[src/rtl/ysyx_25030077_pkg.sv]
// Shared encodings for the program-counter unit: next-PC control types,
// FSM states and trap cause codes.
package ysyx_25030077_pkg;

  localparam logic [3:0] PC_SEQ    = 4'd0;
  localparam logic [3:0] PC_JAL    = 4'd1;
  localparam logic [3:0] PC_JALR   = 4'd2;
  localparam logic [3:0] PC_EBREAK = 4'd4;
  localparam logic [3:0] PC_BNE    = 4'd5;
  localparam logic [3:0] PC_BEQ    = 4'd6;
  localparam logic [3:0] PC_BGE    = 4'd7;
  localparam logic [3:0] PC_BGEU   = 4'd8;
  localparam logic [3:0] PC_BLT    = 4'd9;
  localparam logic [3:0] PC_BLTU   = 4'd10;
  localparam logic [3:0] PC_ECALL  = 4'd11;
  localparam logic [3:0] PC_MRET   = 4'd12;

  typedef enum logic [1:0] {
    ST_FETCH = 2'd0,
    ST_EXEC  = 2'd1,
    ST_HALT  = 2'd2
  } state_e;

  localparam logic [3:0] CAUSE_MISALIGN = 4'd0;
  localparam logic [3:0] CAUSE_ILLEGAL  = 4'd2;
  localparam logic [3:0] CAUSE_ECALL_M  = 4'd11;

endpackage

[src/rtl/ysyx_25030077_branch_cmp.sv]
// Combinational branch comparator and immediate-target adders for the PC unit.
module ysyx_25030077_branch_cmp #(
  parameter int XLEN = 32
) (
  input  logic [XLEN-1:0] pc,
  input  logic [XLEN-1:0] rs1_data,
  input  logic [XLEN-1:0] rs2_data,
  input  logic [31:0]     instruction,
  output logic            eq,
  output logic            ne,
  output logic            lt,
  output logic            ge,
  output logic            ltu,
  output logic            geu,
  output logic [XLEN-1:0] j_target,
  output logic [XLEN-1:0] b_target,
  output logic [XLEN-1:0] i_target
);

  logic [XLEN-1:0] imm_i;
  logic [XLEN-1:0] imm_b;
  logic [XLEN-1:0] imm_j;
  logic            unused_opcode;

  assign imm_i = {{(XLEN-12){instruction[31]}}, instruction[31:20]};
  assign imm_b = {{(XLEN-13){instruction[31]}}, instruction[31], instruction[7],
                  instruction[30:25], instruction[11:8], 1'b0};
  assign imm_j = {{(XLEN-21){instruction[31]}}, instruction[31], instruction[19:12],
                  instruction[20], instruction[30:21], 1'b0};

  assign eq  = (rs1_data == rs2_data);
  assign lt  = ($signed(rs1_data) < $signed(rs2_data));
  assign ltu = (rs1_data < rs2_data);
  assign ne  = ~eq;
  assign ge  = ~lt;
  assign geu = ~ltu;

  assign j_target = pc + imm_j;
  assign b_target = pc + imm_b;
  assign i_target = (rs1_data + imm_i) & ~XLEN'(1);

  // opcode field is decoded upstream; only immediate bits matter here
  assign unused_opcode = ^instruction[6:0];

endmodule

[src/rtl/ysyx_25030077_pc_unit.sv]
// PC register, fetch/exec handshake FSM, trap registers and retire counter.
// States: ST_FETCH | fetch request out; ST_EXEC | waiting for next-PC control; ST_HALT | ebreak seen, frozen
module ysyx_25030077_pc_unit
  import ysyx_25030077_pkg::*;
#(
  parameter int              XLEN     = 32,
  parameter logic [XLEN-1:0] RESET_PC = 'h8000_0000,
  parameter bit              C_EXT    = 1'b0,
  parameter int              CNT_W    = 64
) (
  input  logic             clock,
  input  logic             reset,
  output logic             io_fetch_valid,
  input  logic             io_fetch_ready,
  input  logic             io_exec_valid,
  output logic             io_exec_ready,
  input  logic [3:0]       io_pc_next_type,
  input  logic [31:0]      io_instruction,
  input  logic [XLEN-1:0]  io_rs1_data,
  input  logic [XLEN-1:0]  io_rs2_data,
  input  logic [XLEN-1:0]  io_mtvec,
  input  logic [XLEN-1:0]  io_mepc,
  output logic [XLEN-1:0]  io_pc,
  output logic             io_trap_valid,
  output logic [3:0]       io_trap_cause,
  output logic [XLEN-1:0]  io_trap_epc,
  output logic             io_halt,
  output logic [CNT_W-1:0] io_retired
);

  state_e            state_q, state_d;
  logic [XLEN-1:0]   pc_q, pc_d;
  logic              trap_valid_q, trap_valid_d;
  logic [3:0]        trap_cause_q, trap_cause_d;
  logic [XLEN-1:0]   trap_epc_q, trap_epc_d;
  logic              halt_q, halt_d;
  logic [CNT_W-1:0]  retired_q, retired_d;

  logic              eq, ne, lt, ge, ltu, geu;
  logic [XLEN-1:0]   j_target, b_target, i_target;
  logic [XLEN-1:0]   target;
  logic              chk_align, trap, taken;
  logic [3:0]        cause;

  ysyx_25030077_branch_cmp #(.XLEN(XLEN)) u_branch_cmp (
    .pc          (pc_q),
    .rs1_data    (io_rs1_data),
    .rs2_data    (io_rs2_data),
    .instruction (io_instruction),
    .eq          (eq),
    .ne          (ne),
    .lt          (lt),
    .ge          (ge),
    .ltu         (ltu),
    .geu         (geu),
    .j_target    (j_target),
    .b_target    (b_target),
    .i_target    (i_target)
  );

  always_comb begin
    target    = pc_q + XLEN'(4);
    chk_align = 1'b0;
    trap      = 1'b0;
    taken     = 1'b0;
    cause     = CAUSE_ILLEGAL;
    case (io_pc_next_type)
      PC_SEQ:    target = pc_q + XLEN'(4);
      PC_JAL:    begin target = j_target; chk_align = 1'b1; end
      PC_JALR:   begin target = i_target; chk_align = 1'b1; end
      PC_EBREAK: target = pc_q;
      PC_BNE:    taken = ne;
      PC_BEQ:    taken = eq;
      PC_BGE:    taken = ge;
      PC_BGEU:   taken = geu;
      PC_BLT:    taken = lt;
      PC_BLTU:   taken = ltu;
      PC_ECALL:  begin trap = 1'b1; cause = CAUSE_ECALL_M; end
      PC_MRET:   target = io_mepc;
      default:   begin trap = 1'b1; cause = CAUSE_ILLEGAL; end
    endcase
    if (taken) begin
      target    = b_target;
      chk_align = 1'b1;
    end
    // with 2-byte instructions every even target is legal
    if (chk_align && !C_EXT && target[1]) begin
      trap  = 1'b1;
      cause = CAUSE_MISALIGN;
    end
  end

  always_comb begin
    state_d      = state_q;
    pc_d         = pc_q;
    trap_valid_d = 1'b0;
    trap_cause_d = trap_cause_q;
    trap_epc_d   = trap_epc_q;
    halt_d       = halt_q;
    retired_d    = retired_q;
    case (state_q)
      ST_FETCH: if (io_fetch_ready) state_d = ST_EXEC;
      ST_EXEC: begin
        if (io_exec_valid) begin
          state_d = ST_FETCH;
          if (trap) begin
            pc_d         = io_mtvec & ~XLEN'(3);
            trap_valid_d = 1'b1;
            trap_cause_d = cause;
            trap_epc_d   = pc_q;
          end else begin
            pc_d      = target;
            retired_d = retired_q + CNT_W'(1);
            if (io_pc_next_type == PC_EBREAK) begin
              state_d = ST_HALT;
              halt_d  = 1'b1;
            end
          end
        end
      end
      default: state_d = ST_HALT;
    endcase
  end

  always_ff @(posedge clock or negedge reset) begin
    if (!reset) begin
      state_q      <= ST_FETCH;
      pc_q         <= RESET_PC;
      trap_valid_q <= 1'b0;
      trap_cause_q <= 4'd0;
      trap_epc_q   <= '0;
      halt_q       <= 1'b0;
      retired_q    <= '0;
    end else begin
      state_q      <= state_d;
      pc_q         <= pc_d;
      trap_valid_q <= trap_valid_d;
      trap_cause_q <= trap_cause_d;
      trap_epc_q   <= trap_epc_d;
      halt_q       <= halt_d;
      retired_q    <= retired_d;
    end
  end

  assign io_fetch_valid = (state_q == ST_FETCH);
  assign io_exec_ready  = (state_q == ST_EXEC);
  assign io_pc          = pc_q;
  assign io_trap_valid  = trap_valid_q;
  assign io_trap_cause  = trap_cause_q;
  assign io_trap_epc    = trap_epc_q;
  assign io_halt        = halt_q;
  assign io_retired     = retired_q;

endmodule

[config.mk]
export PLATFORM = sky130hd
export DESIGN_NAME = ysyx_25030077_pc_unit
export DESIGN_NICKNAME = d
export VERILOG_FILES = /design/src/rtl/ysyx_25030077_pkg.sv /design/src/rtl/ysyx_25030077_branch_cmp.sv /design/src/rtl/ysyx_25030077_pc_unit.sv
export SDC_FILE = /design/constraint.sdc
export NUM_CORES = 1
export LEC_CHECK = 0
export CAP_MARGIN = 5
export CORE_MARGIN = 3
export CORE_UTILIZATION = 35
export CTS_BUF_LIST = sky130_fd_sc_hd__clkbuf_8
export CTS_CLUSTER_DIAMETER = 80
export CTS_CLUSTER_SIZE = 25
export DETAILED_ROUTE_END_ITERATION = 10
export SYNTH_ARGS = -nofsm -noshare
export SYNTH_HDL_FRONTEND = slang
export SYNTH_HIERARCHICAL = 1
export SYNTH_SLANG_ARGS = --single-unit
[constraint.sdc]
create_clock -name clock -period 3 [get_ports clock]
set_input_delay 0.3 -clock clock [delete_from_list [all_inputs] [get_ports clock]]
set_output_delay 0.3 -clock clock [all_outputs]
set_load 0.02 [all_outputs]
==> flow_results.org <==
** Synth
- The synthesized netlist devotes 23.6% of its cell area to compound gates.
- Of the total synthesized cell area, the portion taken by XOR and XNOR cells is 11.6%.
- Flops & latches, synth :: 134
- After synthesis the cells add up to 12700 um2.
- Of the post-synthesis cell area, the part taken by muxes is 3.49%.
- For this run, the number of Yosys warnings is 6.
- Average instance area after synthesis :: 8.34 um2
- Sequential elements use 26.3% of the synthesized area.
- After Yosys synthesis, full adders, half adders and majority gates account for 11.0% of the synthesized area.
- Post-synthesis simple-gate area fraction :: 19.4%
- When the netlist entered floorplanning its net count stood at 1806.
- Asr flop ratio synth :: 100%
- Post-synth cell types :: 88
- Yosys mapped a number of flops with a built-in enable equal to 0.
- Combinational family with the most area after synthesis :: compound AO/OA/AOI/OAI gates
- In the synthesized netlist, the number of instances is 1528.
- Dominant synthesized flop cell :: dfrtp_1

** Detailed routing
- Across all layers, the routed design uses 15050 vias.
- Number of remaining DRC errors :: 0
- In this run, the number of DRC markers left after iteration 0 of detailed routing was 1068.
- In this run the remaining antenna-violating nets after routing total 0.
- Before antenna repair, the detailed router went through 6 iterations.
- Dividing the detail-routed wire length by the instance count gives 21.0 um.
- For this block, the routed nets add up to 56000 um of wire.
- Vias per cell :: 5.63

** Timing
- Relative max-transition margin :: 55.1%
- Final sum of negative setup slack :: -6.49 ns
- Setup violations remaining at the end of the flow were counted as 75.
- Max-slew violation count :: 0
- On the final layout, the worst hold slack is 0.366 ns.
- Setup repair after global routing missed its margin :: true
- The number of failing hold endpoints at the final stage is 0.
- Final period util :: 114%
- Across the routed clock network, the largest skew measured is 0.0269 ns.
- The routed design could run at a clock period as short as 3.42 ns.
- Achievable Freq :: 293 MHz
- At the pin with the least slew margin, the transition time is 0.671 ns.
- In the post-route analysis, the smallest setup slack over all paths is -0.419 ns.

** Worst setup path
- The kind of cell with the highest combined delay along the critical path is compound AO/OA/AOI/OAI gates.
- Worst setup SP type :: flip-flop
- CP bufs+invs :: 0
- The slowest stage of the critical path belongs to the cell dfrtp_2.
- Along the worst path, the maximum fanout reaches 3.
- Worst path arrival time :: 3.76 ns
- Required time at the worst-slack endpoint :: 3.34 ns
- The worst setup path is captured at a flip-flop.
- The critical path goes through ha_4 -> fa_2 -> a211oi_4 -> o21ai_2 -> a21boi_4 -> a211oi_4 -> or3_4 -> a21oi_4 -> o21ai_2 -> xor2_2 -> a22o_1 -> a221oi_2 -> o32ai_1.
- Worst path max stage delay :: 0.49 ns
- By startpoint and endpoint, the worst setup path is classified as reg2reg.

** Finish
- Number of cells in the finished layout apart from fillers :: 2671
- For this run, the post-layout net count is 2474.
- Area growth from synthesis to final layout :: 68.2%
- The library cell used most frequently in the layout, excluding fill and tap cells, is buf_4.
- Core utilization of the finished layout :: 59.9%
- The post-route netlist has 36.6% of its cells at a drive strength greater than 1.
- The filler cells instantiated in the layout total 3143.
- In the layout the commonest cells are 390 x buf_4, 226 x clkdlybuf4s50_1, 128 x dfrtp_1.

** Clock tree
- Clock tree from TritonCTS :: yes
- The H-tree generated during clock tree synthesis spans 4 levels.
- After clock tree synthesis, the clock-pin slew on the worst setup and hold paths is 0.11 ns.
- At the later pin of the worst-skew pair, clock insertion delay measures 0.48 ns.
- Number of clock sinks :: 134
- The number of clock buffers added by TritonCTS is 17.
- Number of buffers on the longest clock path :: 2
- CTS Root Cell :: clkbuf_8

** Floorplanning
- The die covers 38700 um2.
- The die is 197 um wide.
- Core area :: 35700 um2
- FP Rows :: 69
- I/O pin count :: 304
- Effective utilization at floorplan :: 35.6%
- Die Y :: 197 um

** Pwr
- Sequential share of power :: 17.4%
- Worst-case vdd ir drop :: 0.446 mV
- Switching Fraction :: 45.6%
- Internal power :: 8.26 mW
- The clock network accounts for 10.6% of the total power.
- Combinational logic burns 72.0% of the power.
- Summed over all nets, the switching power comes to 6.91 mW.
- Power density over cell area :: 708 nW/um2
- The analysis attributes to cell leakage a power of 9.86 nW.

** Global routing
- Overall track demand over capacity in global routing :: 27.7%
- Grt ovf :: 0
- Met3 capacity usage during global routing :: 4.14%
- GR peak layer :: met2
- Global-route wire length before repair :: 84300 um
- Antenna violations before repair :: 1
- Global routing used 48.2% of the available met2 tracks.
- Entering global routing, the biggest net connects 55 pins.
- The number of global-route vias before repair is 15022.
- Met1 track demand over resource in global routing :: 36.2%

** Run status
- The final reports fail on negative setup slack.
- The run finished, with violations left.

** Place
- Routability congestion estimate :: 1.01
- Port buffering added 293 buffers.
- Detailed placement ended at an HPWL of 43900 um.
- Including well taps, the total number of placed cells is 2606.

** Job
- Max-cap violation count :: 0

** Min path
- Hold/Removal Path Class :: in2async
through the flow:
| stage | setup WS, ns | power (mW) | area, um2 |
|---|---|---|---|
| 2_1_floorplan | -0.0778 | 7.51 | 13100 |
| 3_3_place_gp | -1.28 | 12.3 | 19400 |
| 3_5_place_dp | -1.37 | 12.4 | 19400 |
| 4_1_cts | -0.464 | 14.4 | 20500 |
| 5_1_grt | -0.516 | 16.0 | 21400 |
| 6_report | -0.419 | 15.2 | 21400 |
worst paths after layout:
kind / start / slack, ns / cells past startpoint / endpoint
setup reg to reg: io_pc[1]$_DFFE_PN0P_ / -0.42 / 13 / io_pc[29]$_DFFE_PN0P_
min in group clock: io_fetch_ready / 0.45 / 3 / state_q[0]$_DFFE_PN0P_
hold reg to reg: io_halt$_DFFE_PN0P_ / 0.49 / 1 / io_halt$_DFFE_PN0P_
hold / removal: reset / 0.37 / 2 / io_pc[6]$_DFFE_PN0P_
max in group asynchronous: reset / 1.87 / 3 / io_retired[53]$_DFFE_PN0P_
setup / recovery: io_pc[1]$_DFFE_PN0P_ / -0.42 / 13 / io_pc[29]$_DFFE_PN0P_
metal layers:
layer	vias to the layer above	share of wire, %
li1	6997	-
met1	7404	42
met2	565	49
met3	84	6.6
met4	0	2.4
met5	-	0
cells in the mapped netlist (4+ instances only):
cell,n,area (um2)
nand3_1,56,280
dfrtp_1,133,3330
ha_1,107,1340
o21ai_0,76,380
a2bb2oi_1,12,105
nor3_1,45,225
nor4_2,4,50.1
o21bai_1,17,128
inv_1,68,255
o41ai_1,4,35.0
or4_1,4,30.0
and3_1,18,113
xor2_1,93,815
nor4_1,18,113
nand4_1,35,219
a31oi_1,14,87.6
a211oi_1,19,143
o31ai_1,16,120
mux2_2,35,394
xnor2_1,76,666
and4_1,16,140
o21a_1,14,105
buf_4,6,45.0
buf_2,14,70.1
a22o_1,6,52.6
a21oi_1,115,576
a22oi_1,27,203
nor2_1,114,428
a21o_1,52,390
nand2_1,117,439
or3_1,10,62.6
o22ai_1,10,62.6
mux2i_1,5,50.1
and2_1,5,31.3
a31o_2,4,35.0
clkbuf_1,47,176
o211ai_1,9,67.6
nor2b_1,7,43.8
a221oi_1,11,96.3
nand2b_1,7,43.8
kinds of logic after synthesis:
logic type | after synthesis
flip-flops | 134
AND/OR/NAND/NOR | 484
other | 2
AO/OA/AOI/OAI | 449
multiplexers | 40
XOR/XNOR | 169
adder cells (fa/ha/maj) | 110
buffers and inverters | 140
registers in the layout, summed over array words and instances (netlist names):
name and cells:
io_retired 64, io_pc 32, io_trap_epc 32, io_trap_cause 2, state_q 2, io_halt 1
io_trap_valid 1
power groups by stage:
stage,sequential (mW),clock [mW],combinational (mW)
floorplan,3.29,0,4.21
global placement,2.64,0,9.66
detailed placement,2.66,0,9.70
CTS,2.63,1.64,10.2
global route,2.70,1.71,11.6
finish,2.64,1.61,10.9
repair_timing:
item | 4_1_cts | 5_1_grt
setup endpoints to repair | 132 | 130
hold buffers | 1 | 0
endpoints found under the hold margin | 51 | 0
setup buffers | 15 | 22
resized for setup | 264 | 209
pin swaps | 99 | 127
cloned | 2 | 0
area by class of cell:
| class | instances | area [um2] | share of cell area (%) |
|---|---|---|---|
| Sequential cell | 134 | 3360 | 15.7 |
| Inverter | 68 | 270 | 1.26 |
| Timing Repair Buffer | 720 | 6250 | 29.2 |
| Clock buffer | 17 | 234 | 1.09 |
| Clock inverter | 15 | 179 | 0.835 |
| Antenna cell | 1 | 2.50 | 0.0117 |
| Multi-Input combinational cell | 1255 | 10600 | 49.3 |
| Tap cell | 461 | 577 | 2.69 |
Note: power is estimated with default switching activity, not from simulation.
